[src/rtl/uart_rx_pkg.sv]
// uart_rx_pkg: shared types and constants for the UART receive buffer.
//   rx_entry_t       one stored frame: break/framing/parity flags plus character
//   rx_trig_e        FCR[7:6] receive trigger selector
//   RX_DATA_W        character width carried by rx_entry_t
//   RX_TIMEOUT_CHARS idle character times before a receive timeout is flagged
//   trig_level()     trigger selector -> occupancy threshold for a given depth
package uart_rx_pkg;

  localparam int RX_DATA_W        = 8;
  localparam int RX_TIMEOUT_CHARS = 4;

  typedef struct packed {
    logic                 bi;
    logic                 fe;
    logic                 pe;
    logic [RX_DATA_W-1:0] data;
  } rx_entry_t;

  typedef enum logic [1:0] {
    TRIG_1   = 2'b00,
    TRIG_Q   = 2'b01,
    TRIG_H   = 2'b10,
    TRIG_FM2 = 2'b11
  } rx_trig_e;

  function automatic int unsigned trig_level(rx_trig_e sel, int unsigned depth);
    case (sel)
      TRIG_1:  return 1;
      TRIG_Q:  return depth / 4;
      TRIG_H:  return depth / 2;
      default: return depth - 2;
    endcase
  endfunction

endpackage

[src/rtl/uart_rx_fifo_if.sv]
// uart_rx_fifo_if: bundle between the receiver / APB register block and the
// receive buffer.
//   master modport: drives FCR controls, push frame, pop/LSR read strobes,
//                   char_tick; observes RBR head and LSR/IIR status.
//   slave modport:  the receive buffer (uart_rx_fifo).
// Parameters DEPTH / DATA_W must match those of the attached uart_rx_fifo.
interface uart_rx_fifo_if #(
  parameter int DEPTH  = 16,
  parameter int DATA_W = uart_rx_pkg::RX_DATA_W
);
  localparam int CNT_W = $clog2(DEPTH) + 1;

  // Controls and push side
  logic              fifo_en;
  logic              rx_fifo_clear;
  logic [1:0]        rx_trig;
  logic              receive_load_en;
  logic [DATA_W-1:0] rsr_data;
  logic              parity_error;
  logic              frame_error;
  logic              uart_break;
  logic              rbr_read;
  logic              lsr_read;
  logic              char_tick;
  // Head entry and status
  logic [DATA_W-1:0] rbr_data;
  logic              head_pe;
  logic              head_fe;
  logic              head_bi;
  logic              data_ready;
  logic              overrun_error;
  logic              rx_fifo_error;
  logic              rx_trigger;
  logic [CNT_W-1:0]  rx_count;
  logic              rx_timeout;

  modport master (
    output fifo_en, rx_fifo_clear, rx_trig, receive_load_en, rsr_data,
           parity_error, frame_error, uart_break, rbr_read, lsr_read, char_tick,
    input  rbr_data, head_pe, head_fe, head_bi, data_ready, overrun_error,
           rx_fifo_error, rx_trigger, rx_count, rx_timeout
  );

  modport slave (
    input  fifo_en, rx_fifo_clear, rx_trig, receive_load_en, rsr_data,
           parity_error, frame_error, uart_break, rbr_read, lsr_read, char_tick,
    output rbr_data, head_pe, head_fe, head_bi, data_ready, overrun_error,
           rx_fifo_error, rx_trigger, rx_count, rx_timeout
  );

endinterface

[src/rtl/uart_sync_fifo.sv]
// uart_sync_fifo: generic single-clock FIFO of rx_entry_t with show-ahead read.
//   clk, rst_n  clock, synchronous active-low reset
//   push/wdata  write strobe and entry; ignored when full unless popping too
//   pop         read strobe; ignored when empty
//   flush       empties the FIFO; wins over push and pop
//   rdata       entry at the read pointer (undefined contents while empty)
//   count       occupancy, one bit wider than the pointers
//   full/empty  occupancy flags
module uart_sync_fifo
  import uart_rx_pkg::*;
#(
  parameter  int DEPTH = 16,
  localparam int PTR_W = $clog2(DEPTH),
  localparam int CNT_W = PTR_W + 1
) (
  input  logic             clk,
  input  logic             rst_n,
  input  logic             push,
  input  logic             pop,
  input  logic             flush,
  input  rx_entry_t        wdata,
  output rx_entry_t        rdata,
  output logic [CNT_W-1:0] count,
  output logic             full,
  output logic             empty
);

  rx_entry_t        mem_q [DEPTH];
  logic [PTR_W-1:0] wr_ptr_q, wr_ptr_d;
  logic [PTR_W-1:0] rd_ptr_q, rd_ptr_d;
  logic [CNT_W-1:0] count_q, count_d;
  logic             push_ok, pop_ok;

  assign full    = (count_q == CNT_W'(DEPTH));
  assign empty   = (count_q == '0);
  assign pop_ok  = pop && !empty;
  // A pop in the same cycle frees the slot a full FIFO needs for the push.
  assign push_ok = push && (!full || pop_ok);

  // NOTE: every variable written here gets a default first, so no path leaves it unassigned and no latch is inferred.
  always_comb begin
    wr_ptr_d = wr_ptr_q;
    rd_ptr_d = rd_ptr_q;
    count_d  = count_q;
    if (flush) begin
      wr_ptr_d = '0;
      rd_ptr_d = '0;
      count_d  = '0;
    end else begin
      if (push_ok) wr_ptr_d = wr_ptr_q + PTR_W'(1);
      if (pop_ok)  rd_ptr_d = rd_ptr_q + PTR_W'(1);
      count_d = count_q + CNT_W'(push_ok) - CNT_W'(pop_ok);
    end
  end

  // NOTE: state registers use non-blocking assignments so every flop samples pre-edge values.
  always_ff @(posedge clk) begin
    if (!rst_n) begin
      wr_ptr_q <= '0;
      rd_ptr_q <= '0;
      count_q  <= '0;
    end else begin
      wr_ptr_q <= wr_ptr_d;
      rd_ptr_q <= rd_ptr_d;
      count_q  <= count_d;
    end
  end

  // NOTE: storage is deliberately not reset; an empty FIFO's contents are never presented as valid.
  always_ff @(posedge clk) begin
    if (push_ok && !flush) mem_q[wr_ptr_q] <= wdata;
  end

  assign rdata = mem_q[rd_ptr_q];
  assign count = count_q;

endmodule

[src/rtl/uart_rx_fifo.sv]
// uart_rx_fifo: 16550-style receive buffer between uart_receiver_top and the
// APB register block.
//   pclk, presetn  clock, synchronous active-low reset
//   bus            uart_rx_fifo_if.slave: FCR controls, push frame, RBR/LSR
//                  read strobes, char_tick in; RBR head, DR, OE, LSR[7],
//                  trigger, count and timeout out.
// Optional feature: define UART_RX_TIMEOUT_EN to build the character timeout;
// otherwise rx_timeout is tied 0 and char_tick is unused.
module uart_rx_fifo
  import uart_rx_pkg::*;
#(
  parameter  int DEPTH  = 16,
  parameter  int DATA_W = RX_DATA_W,  // storage width comes from rx_entry_t
  localparam int CNT_W  = $clog2(DEPTH) + 1
) (
  input  logic           pclk,
  input  logic           presetn,
  uart_rx_fifo_if.slave  bus
);

  rx_entry_t        wentry, head;
  logic [CNT_W-1:0] count;
  logic             full, empty;
  logic             fifo_en_q;
  logic             oe_q, oe_d;
  logic [CNT_W-1:0] err_cnt_q, err_cnt_d;
  logic             flush, pop_ok, at_cap, overrun, overwrite;
  logic             fifo_push, fifo_pop;

  assign wentry = '{bi: bus.uart_break, fe: bus.frame_error,
                    pe: bus.parity_error, data: bus.rsr_data};

  // Any change of FIFO mode discards the stored frames, like an FCR clear.
  assign flush  = bus.rx_fifo_clear || (bus.fifo_en != fifo_en_q);
  assign pop_ok = bus.rbr_read && !empty;
  // Holding-register mode has a capacity of one entry.
  assign at_cap = bus.fifo_en ? full : !empty;

  always_comb begin
    overrun   = bus.receive_load_en && !flush && !pop_ok && at_cap;
    // Holding register: the newer frame replaces the unread one.
    overwrite = overrun && !bus.fifo_en;
    fifo_push = bus.receive_load_en && !flush && !(overrun && bus.fifo_en);
    fifo_pop  = pop_ok || overwrite;
  end

  uart_sync_fifo #(.DEPTH(DEPTH)) u_store (
    .clk   (pclk),
    .rst_n (presetn),
    .push  (fifo_push),
    .pop   (fifo_pop),
    .flush (flush),
    .wdata (wentry),
    .rdata (head),
    .count (count),
    .full  (full),
    .empty (empty)
  );

  // Counts stored entries carrying PE/FE/BI, so LSR[7] needs no scan of the array.
  always_comb begin
    err_cnt_d = err_cnt_q;
    oe_d      = oe_q;
    if (flush) begin
      err_cnt_d = '0;
    end else begin
      err_cnt_d = err_cnt_q
                + CNT_W'(fifo_push && (wentry.pe || wentry.fe || wentry.bi))
                - CNT_W'(fifo_pop  && (head.pe   || head.fe   || head.bi));
    end
    // A fresh overrun beats the LSR read that would otherwise clear OE.
    if (overrun)           oe_d = 1'b1;
    else if (bus.lsr_read) oe_d = 1'b0;
  end

  always_ff @(posedge pclk) begin
    if (!presetn) begin
      // Track the live mode through reset so leaving reset is not seen as a mode toggle.
      fifo_en_q <= bus.fifo_en;
      oe_q      <= 1'b0;
      err_cnt_q <= '0;
    end else begin
      fifo_en_q <= bus.fifo_en;
      oe_q      <= oe_d;
      err_cnt_q <= err_cnt_d;
    end
  end

  // Head is forced to zero while empty so unwritten storage is never exposed.
  assign bus.rbr_data      = empty ? '0   : head.data;
  assign bus.head_pe       = !empty && head.pe;
  assign bus.head_fe       = !empty && head.fe;
  assign bus.head_bi       = !empty && head.bi;
  assign bus.data_ready    = !empty;
  assign bus.overrun_error = oe_q;
  assign bus.rx_fifo_error = (err_cnt_q != '0);
  assign bus.rx_count      = count;
  assign bus.rx_trigger    = (count >= CNT_W'(trig_level(rx_trig_e'(bus.rx_trig), DEPTH)));

`ifdef UART_RX_TIMEOUT_EN
  logic [2:0] idle_q, idle_d;
  logic       activity;

  always_comb begin
    activity = bus.receive_load_en || bus.rbr_read || flush;
    idle_d   = idle_q;
    if (activity) begin
      idle_d = '0;
    end else if (bus.char_tick && !empty && bus.fifo_en &&
                 (idle_q != 3'(RX_TIMEOUT_CHARS))) begin
      // Saturates at the threshold so the timeout holds until the next activity.
      idle_d = idle_q + 3'd1;
    end
  end

  always_ff @(posedge pclk) begin
    if (!presetn) idle_q <= '0;
    else          idle_q <= idle_d;
  end

  assign bus.rx_timeout = (idle_q == 3'(RX_TIMEOUT_CHARS));
`else
  assign bus.rx_timeout = 1'b0;
`endif

endmodule

[src/flat_wrapper.sv]
// flat-port wrapper written by rule: the top's interface ports become plain ports
module uart_rx_fifo_flat import uart_rx_pkg::*;
#(
  parameter  int DEPTH  = 16,
  parameter  int DATA_W = RX_DATA_W,                                        
  localparam int CNT_W  = $clog2(DEPTH) + 1
)
  (pclk, presetn, bus_fifo_en, bus_rx_fifo_clear, bus_rx_trig, bus_receive_load_en, bus_rsr_data, bus_parity_error, bus_frame_error, bus_uart_break, bus_rbr_read, bus_lsr_read, bus_char_tick, bus_rbr_data, bus_head_pe, bus_head_fe, bus_head_bi, bus_data_ready, bus_overrun_error, bus_rx_fifo_error, bus_rx_trigger, bus_rx_count, bus_rx_timeout);
  uart_rx_fifo_if #(.DEPTH(DEPTH), .DATA_W(DATA_W)) bus_i ();
  input  logic pclk;
  input  logic presetn;
  input wire logic [$bits(bus_i.fifo_en)-1:0] bus_fifo_en;
  input wire logic [$bits(bus_i.rx_fifo_clear)-1:0] bus_rx_fifo_clear;
  input wire logic [$bits(bus_i.rx_trig)-1:0] bus_rx_trig;
  input wire logic [$bits(bus_i.receive_load_en)-1:0] bus_receive_load_en;
  input wire logic [$bits(bus_i.rsr_data)-1:0] bus_rsr_data;
  input wire logic [$bits(bus_i.parity_error)-1:0] bus_parity_error;
  input wire logic [$bits(bus_i.frame_error)-1:0] bus_frame_error;
  input wire logic [$bits(bus_i.uart_break)-1:0] bus_uart_break;
  input wire logic [$bits(bus_i.rbr_read)-1:0] bus_rbr_read;
  input wire logic [$bits(bus_i.lsr_read)-1:0] bus_lsr_read;
  input wire logic [$bits(bus_i.char_tick)-1:0] bus_char_tick;
  output wire logic [$bits(bus_i.rbr_data)-1:0] bus_rbr_data;
  output wire logic [$bits(bus_i.head_pe)-1:0] bus_head_pe;
  output wire logic [$bits(bus_i.head_fe)-1:0] bus_head_fe;
  output wire logic [$bits(bus_i.head_bi)-1:0] bus_head_bi;
  output wire logic [$bits(bus_i.data_ready)-1:0] bus_data_ready;
  output wire logic [$bits(bus_i.overrun_error)-1:0] bus_overrun_error;
  output wire logic [$bits(bus_i.rx_fifo_error)-1:0] bus_rx_fifo_error;
  output wire logic [$bits(bus_i.rx_trigger)-1:0] bus_rx_trigger;
  output wire logic [$bits(bus_i.rx_count)-1:0] bus_rx_count;
  output wire logic [$bits(bus_i.rx_timeout)-1:0] bus_rx_timeout;
  assign bus_i.fifo_en = bus_fifo_en;
  assign bus_i.rx_fifo_clear = bus_rx_fifo_clear;
  assign bus_i.rx_trig = bus_rx_trig;
  assign bus_i.receive_load_en = bus_receive_load_en;
  assign bus_i.rsr_data = bus_rsr_data;
  assign bus_i.parity_error = bus_parity_error;
  assign bus_i.frame_error = bus_frame_error;
  assign bus_i.uart_break = bus_uart_break;
  assign bus_i.rbr_read = bus_rbr_read;
  assign bus_i.lsr_read = bus_lsr_read;
  assign bus_i.char_tick = bus_char_tick;
  assign bus_rbr_data = bus_i.rbr_data;
  assign bus_head_pe = bus_i.head_pe;
  assign bus_head_fe = bus_i.head_fe;
  assign bus_head_bi = bus_i.head_bi;
  assign bus_data_ready = bus_i.data_ready;
  assign bus_overrun_error = bus_i.overrun_error;
  assign bus_rx_fifo_error = bus_i.rx_fifo_error;
  assign bus_rx_trigger = bus_i.rx_trigger;
  assign bus_rx_count = bus_i.rx_count;
  assign bus_rx_timeout = bus_i.rx_timeout;
  uart_rx_fifo #(.DEPTH(DEPTH), .DATA_W(DATA_W)) u_core (.pclk(pclk), .presetn(presetn), .bus(bus_i));
endmodule
[config.mk]
export PLATFORM = sky130hd
export DESIGN_NAME = uart_rx_fifo_flat
export DESIGN_NICKNAME = d
export VERILOG_FILES = /design/src/rtl/uart_rx_pkg.sv /design/src/rtl/uart_rx_fifo_if.sv /design/src/rtl/uart_sync_fifo.sv /design/src/rtl/uart_rx_fifo.sv /design/src/flat_wrapper.sv
export SDC_FILE = /design/constraint.sdc
export NUM_CORES = 1
export LEC_CHECK = 0
export BUFFER_PORTS_ARGS = -buffer_cell sky130_fd_sc_hd__buf_4
export CAP_MARGIN = 10
export CORE_MARGIN = 2
export CORE_UTILIZATION = 60
export CTS_CLUSTER_DIAMETER = 40
export DETAILED_ROUTE_END_ITERATION = 7
export PLACE_DENSITY = 0.8
export REMOVE_ABC_BUFFERS = 1
export SLEW_MARGIN = 20
export SYNTH_ARGS = -nofsm -noshare
export SYNTH_HDL_FRONTEND = slang
export SYNTH_SLANG_ARGS = --single-unit
[constraint.sdc]
create_clock -name pclk -period 4.5 [get_ports pclk]
set_input_delay 0.675 -clock pclk [delete_from_list [all_inputs] [get_ports pclk]]
set_output_delay 0.675 -clock pclk [all_outputs]
set_load 0.01 [all_outputs]
==> run_results.csv <==
group,metric,value,unit
min_path,hold_end,"u_core.fifo_en_q$_DFF_P_",
drt,wirelength,16.3,mm
layout,ff_latch_area,0.00577,mm^2
critical_path,crit_arrival,4110,ps
critical_path,worstPathCellList,"buf_4, mux4_2, a22oi_1, nand3_1, o31a_1, ha_1, inv_1, ha_1, fa_1, a21oi_1, nor2_1, or3_1, a21oi_1",
grt,grt_util_all_layers,24.5,%
synthesis,ys_seq_elements,200,
place,dp_hpwl,9.51,mm
cts,cts_inserted_buffers,17,
drt,via_per_inst,6.00,
sta,finalSetupViolCount,0,
drt,drcViolationCount,0,
status,status,"completed",
critical_path,crit_required,4850,ps
cts,cts-resized-gates,0,
sta,finalMaxSlewViolations,0,
sta,holdWs,371,ps
grt,overflow,0,
layout,fin_nets,539,
synthesis,synth_top_area_share,64.9,%
pwr,ir_drop,0.285,mV
layout,fillers,853,
critical_path,max_stage_delay,550,ps
critical_path,r2r_slack,740,ps
critical_path,cp_max_fo,10,
sta,min_period,3760,ps
sta,slew_headroom,47.4,%
pwr,power_frac_clock,42.7,%
synthesis,synth_warnings,0,
cts,cts-root-buf,"clkbuf_16",
synthesis,synth_commonest_cells,"edfxtp_1, mux4_2, nor2_1",
critical_path,crit_cells,13,
min_path,hp-class,"input port to flop",
floorplanning,die_h,121,um
cts,htree_levels,4,
critical_path,worstSetupPathType,"flop to flop",
synthesis,ys_seq_area_share,70.8,%
layout,n_antenna_cell,0,
grt,grt_pass1_vias,4395,
cts,cts.sinks,200,
synthesis,yosysMostFrequentCell,"edfxtp_1",
pwr,power,0.00366,W
synthesis,synth_cells,439,
min_path,holdPathStages,1,
cts,ctsHoldBuffers,0,
layout,multi_input_area,0.00222,mm^2
floorplanning,die-area,0.0145,mm^2
floorplanning,initial_core_util,61.5,%
floorplanning,fp.dieW,121,um
grt,grt_pass1_wl,25.1,mm
critical_path,endpoint_kind,"flop",
critical_path,cp_top_family,"adder cells",
layout,layout-drive-gt1-share,27.4,%
pwr,power.internal,0.00298,W
critical_path,rr_endpoint,"u_core.err_cnt_q[4]$_SDFF_PP0_",
critical_path,cp_num_buf_inv,2,
drt,drtIter0Drc,407,
sta,skew,11.4,ps
critical_path,worst_setup_path_start_kind,"flop",
cts,clockBufferDepth,2,
min_path,hold_start,"bus_fifo_en",
cts,cts_tree,"done",
pwr,power_leakage,3.11,nW
pwr,p_seq_share,55.2,%
pwr,switching_share,18.7,%
sta,setup_tns,0,ps
synthesis,synthTopCellsByArea,"edfxtp_1, mux4_2, dfxtp_1",
cts,cts_setup_buffers,0,
place,portBuffers,39,
place,place_congestion,0.755,
floorplanning,pin_count,42,
sta,worst_pin_slew,789,ps
cts,clock_latency,430,ps
synthesis,async_reset_ff_share,0,%
synthesis,netlist_area,0.00815,mm^2
place,place_area,0.00869,mm^2
pwr,p_comb_share,2.1,%
pwr,p_sw,0.000683,W
synthesis,avgSynthCellArea,18.6,um^2
synthesis,synth-edff-count,176,
sta,finalHoldViolCount,0,
drt,routedWlPerCell,23.8,um
floorplanning,num_rows,42,
drt,postRouteAntennaNets,0,
critical_path,reg2regPathDepth,13,
layout,syn2layout_area_growth,14.2,%
layout,fin_area,0.00930,mm^2
sta,grt_setup_unrepaired,"false",
grt,grt_max_degree,33,
synthesis,ys.flop_type,"edfxtp_1",
pwr,powerDensity,394,mW/mm^2
drt,vias,4101,
floorplanning,core,0.0132,mm^2
synthesis,yosysTopAreaCell,"edfxtp_1",
sta,period_share,83.6,%
sta,fmax,266,MHz
grt,grt_antenna_before_repair,0,
synthesis,ys_types,38,
critical_path,cp_slowest_cell,"dfxtp_2",
cts,clk_pin_slew,70,ps
layout,final_util,70.3,%
job,drv_cap,0,
drt,dr.pass1.iters,4,
## worst reg2reg max path, cell delays in order (launching register included)
cell and delay (ps):
dfxtp_2 550, buf_4 290, mux4_2 520, a22oi_1 220
nand3_1 110, o31a_1 300, ha_1 280, inv_1 40
ha_1 220, fa_1 440, a21oi_1 140, nor2_1 60
or3_1 350, a21oi_1 160
## per-stage QoR
step / setup WS [ps] / cells
global placement: 828 / 652
finish: 740 / 684
CTS: 705 / 684
global route: 523 / 684
floorplan: -485 / 423
detailed placement: 748 / 652
## metal layers
metal	part of all wire, %	vias up	GRT usage [%]
met3	7.7	24	5.14
met1	38	2086	31.2
met4	2.2	0	10.2
met5	0	-	0
li1	-	1828	-
met2	52	163	41.4
## power by group through the flow
stage	sequential, W	combinational (W)	clock, W
floorplan	0.00206	0.0000303	0
global placement	0.00206	0.0000732	0
detailed placement	0.00206	0.0000784	0
CTS	0.00202	0.0000791	0.00158
global route	0.00202	0.0000881	0.00166
finish	0.00202	0.0000785	0.00156
## layout make-up
cell class              instances  share of cell area (%)
flip-flops and latches        200                    62.0
multi-input cells             200                    23.8
clock buffers                  20                    4.69
repair buffers                 53                    4.28
well taps                     176                    2.37
clock inverters                12                    1.90
inverters                      23                   0.928
## cells in the final DEF (no fill, tap or decap), drive strengths merged, types with 2 or more instances in the layout
cell type,count
edfxtp,176
mux4,53
buf,53
nor2,28
dfxtp,24
inv,23
ha,21
clkbuf,20
nand2,10
and2,10
a21oi,10
nor2b,9
and3,9
clkinv,8
xnor2,6
nand3,5
xor2,5
o21ai,5
bufinv,4
a31oi,3
or3,3
nor3,3
a22oi,2
nor4b,2
o21a,2
a21o,2
mux2i,2
fa,2
## flip-flops by register name, summed over array words and instances, names as in the netlist, named ones only
register                  flops
u_core.bus.overrun_error      1
u_core.err_cnt_q              5
u_core.fifo_en_q              1
u_core.u_store.count          5
u_core.u_store.mem_q        176
u_core.u_store.rd_ptr_q       4
u_core.u_store.wr_ptr_q       4
## cell families after synthesis
logic type,after synthesis,share of synthesized area (%)
and+or+nand+nor,84,5.31
DFF,200,70.8
AOI/OAI and AO/OA,26,1.95
xor gates and xnor gates,11,1.18
muxes,55,14.9
adders and majority gates,23,3.72
buffers and inverters,39,2.12
other,1,0.0460
## worst max path at each step
| stage | end | slack, ps | startpoint |
|---|---|---|---|
| 3_5_place_dp | u_core.err_cnt_q[4]$_SDFF_PP0_ | 750 | flop |
| 6_report | u_core.err_cnt_q[4]$_SDFF_PP0_ | 740 | flop |
| 4_1_cts | u_core.err_cnt_q[4]$_SDFF_PP0_ | 710 | flop |
| 3_3_place_gp | u_core.err_cnt_q[4]$_SDFF_PP0_ | 830 | flop |
| 5_1_grt | u_core.err_cnt_q[4]$_SDFF_PP0_ | 520 | flop |
| 2_1_floorplan | u_core.err_cnt_q[4]$_SDFF_PP0_ | -490 | flop |
Note: power is estimated with default switching activity, not from simulation.
